--- src/rtl/fifo_sync_flex_pkg.sv ---
// fifo_pkg: shared widths and command encoding for fifo_sync_flex and its pointers
package fifo_pkg;
   typedef enum logic [1:0] {
      CMD_IDLE = 2'b00,
      CMD_PUSH = 2'b01,
      CMD_POP  = 2'b10,
      CMD_BOTH = 2'b11
   } cmd_t;
   function automatic int cnt_w(input int depth);
      return $clog2(depth + 1);
   endfunction
   function automatic int addr_w(input int depth);
      return $clog2(depth) > 1 ? $clog2(depth) : 1;
   endfunction
endpackage

--- src/rtl/fifo_wrap_ptr.sv ---
// fifo_wrap_ptr: modulo-DEPTH pointer that wraps explicitly from DEPTH-1 to 0
//   clk, rst_n : clock, asynchronous active-low reset
//   inc        : advance by one
//   clr        : return to 0 (wins over inc)
//   ptr        : current pointer value
module fifo_wrap_ptr
   import fifo_pkg::*;
#(
   parameter int DEPTH = 12
) (
   input  logic                       clk,
   input  logic                       rst_n,
   input  logic                       inc,
   input  logic                       clr,
   output logic [addr_w(DEPTH)-1:0]   ptr
);
   localparam int AW = addr_w(DEPTH);
   always_ff @(posedge clk or negedge rst_n)
      if (!rst_n) ptr <= '0;
      else if (clr) ptr <= '0;
      else if (inc) ptr <= ptr == AW'(DEPTH - 1) ? '0 : ptr + AW'(1);
endmodule

--- src/rtl/fifo_sync_flex.sv ---
// fifo_sync_flex: synchronous FWFT FIFO of any depth with thresholds, flush and optional peak monitor
//   clk, rst_n                     : clock, asynchronous active-low reset
//   flush                          : synchronous clear, wins over push/pop
//   in_valid/in_ready/in_data      : producer side
//   out_valid/out_ready/out_data   : consumer side, out_data shows the head entry
//   full/empty/almost_full/almost_empty/count : occupancy status from the count register
//   hwm                            : peak occupancy; live only with FIFO_SYNC_FLEX_HWM_EN defined, else 0
module fifo_sync_flex
   import fifo_pkg::*;
#(
   parameter int WIDTH         = 32,
   parameter int DEPTH         = 12,
   parameter int AFULL_THRESH  = DEPTH - 2,
   parameter int AEMPTY_THRESH = 1
) (
   input  logic                      clk,
   input  logic                      rst_n,
   input  logic                      flush,
   input  logic                      in_valid,
   output logic                      in_ready,
   input  logic [WIDTH-1:0]          in_data,
   output logic                      out_valid,
   input  logic                      out_ready,
   output logic [WIDTH-1:0]          out_data,
   output logic                      full,
   output logic                      empty,
   output logic                      almost_full,
   output logic                      almost_empty,
   output logic [cnt_w(DEPTH)-1:0]   count,
   output logic [cnt_w(DEPTH)-1:0]   hwm
);
   localparam int CW = cnt_w(DEPTH);
   localparam int AW = addr_w(DEPTH);
   logic [WIDTH-1:0] mem [DEPTH];
   logic [AW-1:0]    wptr;
   logic [AW-1:0]    rptr;
   logic [CW-1:0]    count_next;
   logic             push;
   logic             pop;
   cmd_t             cmd;
   // handshakes depend only on the count register, so no ready->ready path exists
   assign in_ready  = !full;
   assign out_valid = !empty;
   assign push      = in_valid && in_ready;
   assign pop       = out_valid && out_ready;
   assign cmd       = cmd_t'({pop, push});
   always_comb
      count_next = flush ? '0 :
                   cmd == CMD_PUSH ? count + CW'(1) :
                   cmd == CMD_POP  ? count - CW'(1) : count;
   always_ff @(posedge clk or negedge rst_n)
      if (!rst_n) count <= '0;
      else count <= count_next;
   assign full         = count == CW'(DEPTH);
   assign empty        = count == '0;
   assign almost_full  = count >= CW'(AFULL_THRESH);
   assign almost_empty = count <= CW'(AEMPTY_THRESH);
   always_ff @(posedge clk)
      if (push && !flush) mem[wptr] <= in_data;
   assign out_data = mem[rptr];
   fifo_wrap_ptr #(.DEPTH(DEPTH)) u_wptr (
      .clk   (clk),
      .rst_n (rst_n),
      .inc   (push && !flush),
      .clr   (flush),
      .ptr   (wptr)
   );
   fifo_wrap_ptr #(.DEPTH(DEPTH)) u_rptr (
      .clk   (clk),
      .rst_n (rst_n),
      .inc   (pop && !flush),
      .clr   (flush),
      .ptr   (rptr)
   );
`ifdef FIFO_SYNC_FLEX_HWM_EN
   always_ff @(posedge clk or negedge rst_n)
      if (!rst_n) hwm <= '0;
      else if (count_next > hwm) hwm <= count_next;
`else
   assign hwm = '0;
`endif
endmodule

--- config.mk ---
export PLATFORM = sky130hd
export DESIGN_NAME = fifo_sync_flex
export DESIGN_NICKNAME = d
export VERILOG_FILES = /design/src/rtl/fifo_sync_flex_pkg.sv /design/src/rtl/fifo_wrap_ptr.sv /design/src/rtl/fifo_sync_flex.sv
export SDC_FILE = /design/constraint.sdc
export NUM_CORES = 1
export LEC_CHECK = 0
export ABC_CLOCK_PERIOD_IN_PS = 6760
export CAP_MARGIN = 10
export CORE_MARGIN = 4
export CORE_UTILIZATION = 50
export DETAILED_ROUTE_END_ITERATION = 6
export GPL_TIMING_DRIVEN = 0
export PLACE_DENSITY_LB_ADDON = 0.05
export SYNTH_ARGS = -nofsm -noshare
export SYNTH_HDL_FRONTEND = slang
export SYNTH_SLANG_ARGS = --single-unit
--- constraint.sdc ---
create_clock -name clk -period 6.76 [get_ports clk]
set_input_delay 1.352 -clock clk [delete_from_list [all_inputs] [get_ports clk]]
set_output_delay 1.352 -clock clk [all_outputs]
set_load 0.1 [all_outputs]
======== Word level (Yosys, flattened, before mapping) ========
Memory sizes are Yosys's and may differ from the RTL's.
Index checks and enable logic that the tools add are counted.
cells by class
  equality and inequality tests ........... 5
  $add $sub $neg .......................... 4
  multiply operators ...................... 0
  shift-type cells ........................ 0
  muxes and demuxes ....................... 11
  div/mod/pow operators ................... 0
  order comparisons ....................... 2
  reduce and logical (&&, ||, !) cells .... 11
  bitwise logic cells ..................... 0
operators with widths
  kind                 number
  $mux 4               9
  $add 4x1->4 const B  3
  $eq 4x4->1 const B   3
  $ge 4x4->1 const B   1
  $le 4x1->1 const B   1
  $logic_and 1x1->1    4
  $logic_not 4->1      1
  $reduce_bool 2->1    2
  $sub 4x1->4 const B  1
  $logic_not 1->1      3
  $reduce_bool 3->1    1
  $eq 2x1->1 const B   1
  $eq 2x2->1 const B   1
  $mux 1               2
word-level totals
  memories kept ........................... 1
  bits in latches ......................... 0
  word-level logic and storage cells ...... 37
  memory bits (writable) .................. 384
  memory bits (read-only) ................. 0
  output and inout port bits .............. 46
  input port bits ......................... 37
  register bits ........................... 12
memory list
  name  depth  bits a word  rd ports  clocked after memory_dff  wr ports  line                  text
  mem   12     32           1         0                         1         fifo_sync_flex.sv:34  logic [WIDTH-1:0] mem [DEPTH];

======== Depth between registers and ports, before layout ========
Gate-level depths: netlist of the first run.
  word-level depth ........................ 7
  mapped depth ............................ 8
  mapped depth without buffers ............ 7

======== Hierarchy ========
A second synthesis of the first run with hierarchy kept.
unflattened totals
  cell total of the unflattened synthesis .. 733
  area total of the unflattened synthesis .. 15469.8 um^2
modules (own cells, without submodules)
  module          area an instance (um^2)  cells an instance  sequential area each (um^2)  instances
  fifo_sync_flex  15049.4                  691                11631.2                      1
  fifo_wrap_ptr   210.2                    21                 100.1                        2

======== Least setup slack after synthesis of the first run ========
OpenSTA, ideal clock, no wires.
  path type ............................... reg-to-reg
  start ................................... reg count[0]
  end ..................................... mem mem[8][0], enable pin
  clock period less this slack ............ 6003 ps
  data required time ...................... 6247 ps
  setup time .............................. 513 ps
  arrival ................................. 5490 ps
  path slack .............................. 757 ps
  buffers on the path ..................... 1
  stages on the path, launching flop included .. 8
  cells stage by stage .................... dfrtp_1 inv_1 ha_1 and3_1 buf_6 nor2_4 nand2_1 nor4b_1
between the ends
  cells in the longest elaborated chain, start to end .. 6
ends and longest elaborated chain
  element                       line                  text
  start, declared               fifo_sync_flex.sv:29  output logic [cnt_w(DEPTH)-1:0] count,
  start signal, assigned        fifo_sync_flex.sv:53  else count <= count_next;
  $eq 4x4->1                    fifo_sync_flex.sv:54  assign full = count == CW'(DEPTH);
  via full                      fifo_sync_flex.sv:25  output logic full,
  $logic_not 1->1               fifo_sync_flex.sv:42  assign in_ready = !full;
  $logic_and 1x1->1             fifo_sync_flex.sv:44  assign push = in_valid && in_ready;
  $logic_and 1x1->1             fifo_sync_flex.sv:59  if (push && !flush) mem[wptr] <= in_data;
  $mux 1                        fifo_sync_flex.sv:59
  $mux 1 (not written as such)  fifo_sync_flex.sv:59
  end, declared                 fifo_sync_flex.sv:34
The timed path passes the listed nets, and every way through them passes these cells.

======== Worst setup path in the final report of the first run ========
  start ................................... reg u_rptr.ptr[3]
  end ..................................... out out_data[22]
between the ends
  cells in the longest elaborated chain, start to end .. 1
ends and longest elaborated chain
  element                 line                  text
  start, declared         fifo_wrap_ptr.sv:15   output logic [addr_w(DEPTH)-1:0] ptr
  start signal, assigned  fifo_wrap_ptr.sv:21   else if (inc) ptr <= ptr == AW'(DEPTH - 1) ? '0 : ptr + AW'(1);
  $mem_v2 12x32           --
  end, declared           fifo_sync_flex.sv:24  output logic [WIDTH-1:0] out_data,
Every way passes these cells.

==> results_dict.tcl, run 1 <==
set metrics [dict create \
    status "complete, no violations" \
    tritoncts "done" \
    dpl_cell_area_um2 17300 \
    antenna_found_initial 0 \
    die_h_um 185 \
    clk_latency_ns 0.53 \
    ys_ff_latch 396 \
    vias 8212 \
    synthTopCellsByCount "384 x edfxtp_1, 67 x mux2i_1, 63 x mux2_2" \
    yosys_warnings 0 \
    cts_buffers 41 \
    path_cells "clkbuf_1 > buf_1 > nand2_1 > o21ai_1 > clkdlybuf4s50_1" \
    drc 0 \
    slew_headroom_pct 19.5 \
    grt_usage_pct 20.4 \
    die_w_um 185 \
    pre_cts_slack_ns 2.27 \
    grt_pass1_wl_um 52200 \
    p_clk_share_pct 33.2 \
    clk_pin_slew_ns 0.06 \
    required_ns 5.41 \
    drive_gt1_share_pct 21.6 \
    wirelength_um 34900 \
    period_needed_ns 4.98 \
    post-cts-setup-buffers 0 \
    tightestPinTransition_ns 1.21 \
    cp_slowest_stage_delay_ns 1.19 \
    drt_first_pass_iters 5 \
    cts-root-buf "clkbuf_16" \
    wl_per_cell_um 24.8 \
    slowest_stage "clkdlybuf4s50_1" \
    fmax_mhz 201 \
    whs_path_depth 1 \
    path_depth 5 \
    grt_max_degree 33 \
    whs_endpoint "count[3]$_DFFE_PN0P_" \
    setup_viol 0 \
    hold_viol_final 0 \
    r2r_cells 9 \
    start_util_pct 51.0 \
    fin_area_um2 18700 \
    synth_top_area_share_pct 73.4 \
    leakagePower_nw 5.94 \
    synth_ff_type "edfxtp_1" \
    holdBufCountCts 0 \
    hold_path.class "reg2reg" \
    rsz0062_at_grt "no" \
    postRouteAntennaNets 0 \
    netlist-cell-type-count 43 \
    grt_pass1_vias 8676 \
    clkSinkCount 396 \
    internal_power_mw 4.68 \
    cts_buffer_depth 3 \
    crit_path_end_kind "primary output" \
    critPathLaunchType "flip-flop" \
    sw_frac_of_total_pct 32.3 \
    ys_async_sr_fraction_pct 3.03 \
    worst-path-buf-inv 3 \
    r2r-start "count[0]$_DFFE_PN0P_" \
    fin_nets 1025 \
    cpLargestDelayFamily "buffers and inverters" \
    routed_via_density 5.84 \
    yosysMostFrequentCell "edfxtp_1" \
    hpwl_um 21800 \
    syn_to_final_growth_pct 19.0 \
    avgSynthCellArea_um2 18.7 \
    syn_inst 839 \
    synth-edff-count 384 \
    core_um2 30800 \
    synth_top_cell_by_area "edfxtp_1" \
    fin_hold_ws_ns 0.560 \
    gp_congestion 0.774 \
    peakVddDrop_v 0.000584 \
    slew_violations 0 \
    yosysSeqAreaShare_pct 75.3 \
    p_comb_share_pct 27.1 \
    ys_top_cells_by_area "edfxtp_1 73%, mux4_2 4.6%, mux2_2 4.5%" \
    skew_ns 0.0121 \
    min_from "count[3]$_DFFE_PN0P_" \
    finish.utilization_pct 60.7 \
    cap_violations 0 \
    reg2reg_to "mem[8][10]$_DFFE_PP_" \
    finalSetupTns_ns 0 \
    ff2ff_setup_slack_ns 3.52 \
    power_frac_seq_pct 39.7 \
    syn_area_um2 15700 \
    drtIter0Drc 546 \
    path_max_fanout 10 \
    overflow 0 \
    htreeDepth 2 \
    rows 64 \
    die-area_um2 34300 \
    portBuffers 78 \
    p_switching_mw 2.24 \
    crit_type "reg2out" \
    ioPinCount 83 \
    fin_ws_ns 1.78 \
    period_share_pct 73.7 \
    ctsResizeCount 0 \
    worstPathArrival_ns 3.63 \
    cellPowerDensity_nw_per_um2 370 \
    diodes 0 \
]
## cell usage in the layout, fill, tap and decap left out, types with 4 or more instances in the layout
| cell | instances |
|---|---|
| bufinv_16 | 6 |
| buf_2 | 11 |
| edfxtp_1 | 384 |
| a21oi_1 | 7 |
| nand2_1 | 40 |
| mux4_2 | 32 |
| clkdlybuf4s50_1 | 78 |
| nand3_1 | 6 |
| nor2_4 | 7 |
| dfrtp_1 | 12 |
| clkbuf_16 | 43 |
| buf_12 | 7 |
| nor3_1 | 4 |
| a221o_1 | 32 |
| mux2i_1 | 67 |
| o21ai_1 | 32 |
| buf_6 | 7 |
| inv_1 | 12 |
| conb_1 | 4 |
| clkinv_2 | 5 |
| nor2_1 | 13 |
| o22ai_1 | 33 |
| mux2_2 | 63 |
| clkbuf_1 | 19 |
| ha_1 | 10 |
| clkinv_1 | 13 |
| buf_4 | 21 |
## routing by layer
metal  wire (um)  global-route usage [%]
met5           0                       0
met4         786                    5.90
met3        1790                    2.85
met2       17400                    34.5
met1       14800                    28.0
## layout make-up
type	count	area [um^2]
Inverter	12	45.0
Sequential cell	396	11800
Clock buffer	49	1110
Buffer	51	318
Timing Repair Buffer	93	1040
Clock inverter	27	278
Tap cell	396	495
Fill cell	2217	12100
Multi-Input combinational cell	383	3590
## kinds of logic after synthesis
family	count (synthesis)	synth area share, %
AO/OA/AOI/OAI	113	5.00
XOR/XNOR	2	0.231
adder cells (fa/ha/maj)	10	0.796
buffers and inverters	63	2.31
flip-flops	396	75.3
multiplexers	165	13.6
other	1	0.0239
AND/OR/NAND/NOR	89	2.77
## worst reg2reg max path, delay by kind of cell, from the launching register on
| family | cells | cell delay [ns] |
|---|---|---|
| buffers and inverters | 4 | 0.86 |
| adders and majority gates | 1 | 0.23 |
| DFF | 1 | 0.47 |
| and+or+nand+nor | 4 | 1.39 |
## through the flow
stage	power, mW	cells
floorplan	4.21	842
global placement	4.65	1316
detailed placement	4.68	1331
CTS	6.97	1407
global route	7.15	1407
finish	6.92	1407
## worst max path at each step
stage | from | to
3_3_place_gp | in_valid | mem[8][16]$_DFFE_PP_
6_report | u_rptr.ptr[3]$_DFFE_PN0P_ | out_data[22]
4_1_cts | u_rptr.ptr[3]$_DFFE_PN0P_ | out_data[13]
3_5_place_dp | u_rptr.ptr[3]$_DFFE_PN0P_ | out_data[13]
2_1_floorplan | count[0]$_DFFE_PN0P_ | mem[8][0]$_DFFE_PP_
5_1_grt | u_rptr.ptr[3]$_DFFE_PN0P_ | out_data[13]
## registers in the layout (all words and copies together) (netlist names)
register,count
u_wptr.ptr,4
count,4
u_rptr.ptr,4
mem,384
## power groups by stage
stage,Sequential [mW],Clock (mW),Combinational (mW)
finish,2.75,2.30,1.87
global route,2.75,2.45,1.95
CTS,2.75,2.34,1.89
detailed placement,2.80,0,1.88
global placement,2.80,0,1.86
floorplan,2.84,0,1.36
(Power assumes the default switching activity.)
==> run 2, diff against run 1 <==
Settings changed: ABC_CLOCK_PERIOD_IN_PS 6760 to 4400.
Clock period 6.76 ns to 4.4 ns, I/O delays scaled along.
==> results_dict.tcl, run 2 (same netlist as run 1, synthesis figures left out) <==
set metrics [dict create \
    status "complete, no violations" \
    r2r-start "count[0]$_DFFE_PN0P_" \
    worstPathArrival_ns 3.35 \
    required_ns 3.52 \
    cts-root-buf "clkbuf_16" \
    drive_gt1_share_pct 20.9 \
    syn_to_final_growth_pct 18.0 \
    critPathLaunchType "flip-flop" \
    cp_slowest_stage_delay_ns 1.19 \
    period_share_pct 96.2 \
    rsz0062_at_grt "no" \
    multi_input_area_um2 3600 \
    reg2reg_to "mem[0][12]$_DFFE_PP_" \
    die_h_um 185 \
    die-area_um2 34300 \
    grt_pass1_vias 8605 \
    portBuffers 78 \
    clk_pin_slew_ns 0.06 \
    path_max_fanout 10 \
    cts_buffers 40 \
    cpMostUsedCell "buf_4" \
    largest_reg_flops 384 \
    start_util_pct 51.0 \
    cap_violations 0 \
    crit_path_end "out_data[31]" \
    tightestPinTransition_ns 1.21 \
    slowest_stage "clkdlybuf4s50_1" \
    drtIter0Drc 546 \
    path_cells "buf_4 > buf_4 > mux2_1 > o22ai_1 > a221o_1 > o21ai_1 > clkdlybuf4s50_1" \
    most-common-layout-cells "384 x edfxtp_1, 67 x mux2i_1, 63 x mux2_2" \
    crit_type "reg2out" \
    wl_per_cell_um 24.9 \
    diodes 0 \
    routed_via_density 5.78 \
    hold_viol_final 0 \
    ioPinCount 83 \
    holdBufCountCts 0 \
    tritoncts "done" \
    rows 64 \
    wirelength_um 34700 \
    hold_path.class "reg2reg" \
    worst-path-buf-inv 3 \
    period_needed_ns 4.23 \
    gp_congestion 0.786 \
    antenna_found_initial 1 \
    crit_path_end_kind "primary output" \
    top_register "mem" \
    core_um2 30800 \
    die_w_um 185 \
    leakagePower_nw 5.92 \
    overflow 0 \
    grt_max_degree 33 \
    grt_pass1_wl_um 52400 \
    post-cts-setup-buffers 0 \
    r2r_cells 6 \
    path_depth 7 \
    cpLargestDelayFamily "buffers and inverters" \
    vias 8087 \
    grt_usage_pct 20.4 \
    postRouteAntennaNets 0 \
    skew_ns 0.0172 \
    slew_headroom_pct 19.5 \
    final_common_cell "edfxtp_1" \
    hpwl_um 21800 \
    fin_nets 1022 \
    finalSetupTns_ns 0 \
    drt_first_pass_iters 5 \
    register_area_um2 11800 \
    htreeDepth 2 \
    fin_cells 1398 \
    setup_viol 0 \
    peakVddDrop_v 0.000569 \
    fillCellCount 2245 \
    clkSinkCount 396 \
    drc 0 \
    dp.cells 1329 \
    clk_latency_ns 0.53 \
    cts_buffer_depth 3 \
    cp-startpoint "u_rptr.ptr[1]$_DFFE_PN0P_" \
    slew_violations 0 \
    fmax_mhz 236 \
    cellPowerDensity_nw_per_um2 553 \
    ff2ff_setup_slack_ns 1.26 \
]
-- run 2: cell count changes in the layout (fill, tap and decap cells not counted), sizes merged, moves of 2 or more --
cell	before	now
clkdlybuf4s50	78	47
clkinvlp	2	0
clkinv	18	13
bufinv	6	3
dlymetal6s2s	0	2
clkbuf	63	66
dlygate4sd2	0	28
buf	52	50
-- run 2: timing repair --
action                                  CTS  global route
resized for setup                        29             3
cloned                                    0             0
endpoints found under the setup margin   29             3
endpoints found under the hold margin     0             0
-- run 2: worst register-to-register path, stage by stage, from the launching register on --
cell and delay [ns]:
dfrtp_1 0.44, inv_1 0.14, ha_1 0.21, and3_1 0.18, buf_6 0.13, nor3_1 0.47, and4bb_2 1.15
-- run 2: worst min-delay path by stage --
| stage | start | end | slack [ns] | cells past startpoint |
|---|---|---|---|---|
| after floorplan | u_wptr.ptr[1]$_DFFE_PN0P_ | u_wptr.ptr[1]$_DFFE_PN0P_ | 0.57 | 2 |
| after CTS | count[3]$_DFFE_PN0P_ | count[3]$_DFFE_PN0P_ | 0.59 | 1 |
| final | count[3]$_DFFE_PN0P_ | count[3]$_DFFE_PN0P_ | 0.60 | 1 |
| after detailed placement | count[3]$_DFFE_PN0P_ | count[3]$_DFFE_PN0P_ | 0.57 | 1 |
| after global placement | count[3]$_DFFE_PN0P_ | count[3]$_DFFE_PN0P_ | 0.54 | 1 |
| after global routing | count[3]$_DFFE_PN0P_ | count[3]$_DFFE_PN0P_ | 0.64 | 1 |
-- run 2: final cells by class --
class	instances	area share, %
inverter	12	0.243
tap	396	2.67
sequential	396	63.8
clock buffer	52	5.87
multi-input combinational	383	19.4
buffer	51	1.71
clock inverter	17	0.890
timing repair buffer	91	5.43
-- run 2: routing by layer --
layer	global-route usage, %	vias up	wire length [um]
met2	35.2	225	17500
met3	3.26	56	1620
met5	0	-	13
li1	-	3654	-
met4	5.31	2	803
met1	27.4	4150	14800
-- run 2: through the flow --
step | util (%) | hold slack, ns | total power [mW] | area [um^2] | setup WS, ns
3_3_place_gp | 55.2 | 0.536 | 7.15 | 17000 | -1.06
5_1_grt | 60.2 | 0.637 | 10.6 | 18600 | 0.0125
3_5_place_dp | 56.2 | 0.572 | 7.19 | 17300 | 0.373
6_report | 60.2 | 0.604 | 10.3 | 18600 | 0.165
4_1_cts | 60.2 | 0.588 | 10.4 | 18500 | 0.00221
2_1_floorplan | - | 0.569 | 6.47 | 15700 | 0.181
-- run 2: power by group --
group,switching [mW],internal [mW]
clock network,1.33,1.92
registers,0.0351,4.19
logic,2.01,0.781
total,3.37,6.88
==> run 3, diff against run 2 <==
Settings changed: GPL_TIMING_DRIVEN 0 to default.
==> results_dict.tcl, run 3 (same netlist as run 1, synthesis figures left out) <==
set metrics [dict create \
    status "complete, no violations" \
    path_max_fanout 20 \
    drc 0 \
    syn_to_final_growth_pct 19.1 \
    setup_viol 0 \
    r2r_cells 7 \
    whs_endpoint "count[3]$_DFFE_PN0P_" \
    ctsResizeCount 0 \
    grt_max_degree 49 \
    die_h_um 185 \
    tritoncts "done" \
    hold_viol_final 0 \
    fin_area_um2 18700 \
    hold_path.class "reg2reg" \
    slew_violations 0 \
    cts_buffer_depth 3 \
    die-area_um2 34300 \
    portBuffers 78 \
    holdBufCountCts 0 \
    fin_hold_ws_ns 0.569 \
    reg2reg_to "mem[5][9]$_DFFE_PP_" \
    rows 64 \
    drt_first_pass_iters 7 \
    required_ns 3.52 \
    skew_ns 0.0120 \
    top_register "mem" \
    clk_pin_slew_ns 0.06 \
    crit_type "reg2out" \
    dpl_cell_area_um2 17300 \
    grt_pass1_vias 8292 \
    cap_violations 0 \
    wirelength_um 31500 \
    slew_headroom_pct 31.3 \
    p_total_mw 10.9 \
    tightestPinTransition_ns 1.03 \
    routed_via_density 5.76 \
    largest_reg_flops 384 \
    core_um2 30800 \
    grt_pass1_wl_um 48900 \
    whs_path_depth 1 \
    die_w_um 185 \
    clk_latency_ns 0.53 \
    vias 7861 \
    most-common-layout-cells "384 x edfxtp_1, 67 x mux2i_1, 63 x mux2_2" \
    drive_gt1_share_pct 24.2 \
    start_util_pct 51.0 \
    period_needed_ns 4.15 \
    drtIter0Drc 517 \
    fmax_mhz 241 \
    finish.utilization_pct 60.7 \
    r2r-start "count[1]$_DFFE_PN0P_" \
    crit_path_end_kind "primary output" \
    critPathLaunchType "flip-flop" \
    ff2ff_setup_slack_ns 1.22 \
    leakagePower_nw 5.97 \
    wl_per_cell_um 23.1 \
    overflow 0 \
    finalSetupTns_ns 0 \
    min_from "count[3]$_DFFE_PN0P_" \
    postRouteAntennaNets 0 \
    rsz0062_at_grt "no" \
    clkSinkCount 396 \
    antenna_found_initial 0 \
    peakVddDrop_v 0.000805 \
    post-cts-setup-buffers 0 \
    cellPowerDensity_nw_per_um2 583 \
    gp_congestion 0.771 \
    cts_buffers 42 \
    htreeDepth 2 \
    cts-root-buf "clkbuf_16" \
    hpwl_um 18300 \
    diodes 0 \
    period_share_pct 94.4 \
    fin_nets 982 \
    final_common_cell "edfxtp_1" \
    worstPathArrival_ns 3.27 \
    ioPinCount 83 \
    grt_usage_pct 18.6 \
]
[run 3: cell types whose count changed in the layout (fill, tap and decap cells not counted), moves of 4 or more]
cell,delta
buf_12,+29
clkinv_1,+4
dlygate4sd2_1,-28
buf_2,-11
clkdlybuf4s50_1,-4
clkbuf_1,-20
buf_6,-8
clkinv_2,+5
buf_4,+4
[run 3: worst max-delay path by stage]
| stage | start | to | slack, ns | cells past startpoint |
|---|---|---|---|---|
| detailed placement | in_valid | mem[5][7]$_DFFE_PP_ | 0.72 | 6 |
| global route | u_rptr.ptr[0]$_DFFE_PN0P_ | out_data[29] | 0.01 | 5 |
| global placement | u_rptr.ptr[0]$_DFFE_PN0P_ | out_data[24] | 0.84 | 5 |
| CTS | u_rptr.ptr[0]$_DFFE_PN0P_ | out_data[31] | 0.14 | 5 |
| finish | u_rptr.ptr[0]$_DFFE_PN0P_ | out_data[24] | 0.25 | 5 |
| floorplan | count[0]$_DFFE_PN0P_ | almost_empty | 0.18 | 4 |
[run 3: per-stage QoR]
stage / std cells / setup WS (ns)
global placement: 1287 / 0.845
CTS: 1364 / 0.144
finish: 1364 / 0.248
global route: 1364 / 0.0104
floorplan: 842 / 0.181
detailed placement: 1287 / 0.721
[run 3: power breakdown]
part | leakage (nW) | internal [mW] | switching, mW
registers | 3.62 | 4.19 | 0.0979
logic | 1.65 | 1.08 | 1.95
clock network | 0.702 | 2.20 | 1.39
[run 3: cell type report]
class	instances	area (um^2)
timing repair buffer	100	1320
sequential	396	11800
multi-input combinational	383	3610
fill	2208	12100
clock buffer	49	1140
clock inverter	28	279
inverter	12	45.0
tap	396	495
[run 3: worst max-delay path, stage by stage (launching register included)]
cell and delay, ns:
dfrtp_2 0.84, nor2b_2 0.87, buf_4 0.44, a221o_1 0.23
o21ai_1 0.13, buf_12 0.22
[run 3: metal layers]
layer / vias up / routed length (um) / global-route usage [%]
met3: 39 / 1280 / 3.02
li1: 3572 / - / -
met5: - / 0 / 0
met4: 0 / 458 / 3.67
met2: 173 / 15900 / 31.4
met1: 4077 / 13900 / 26.1
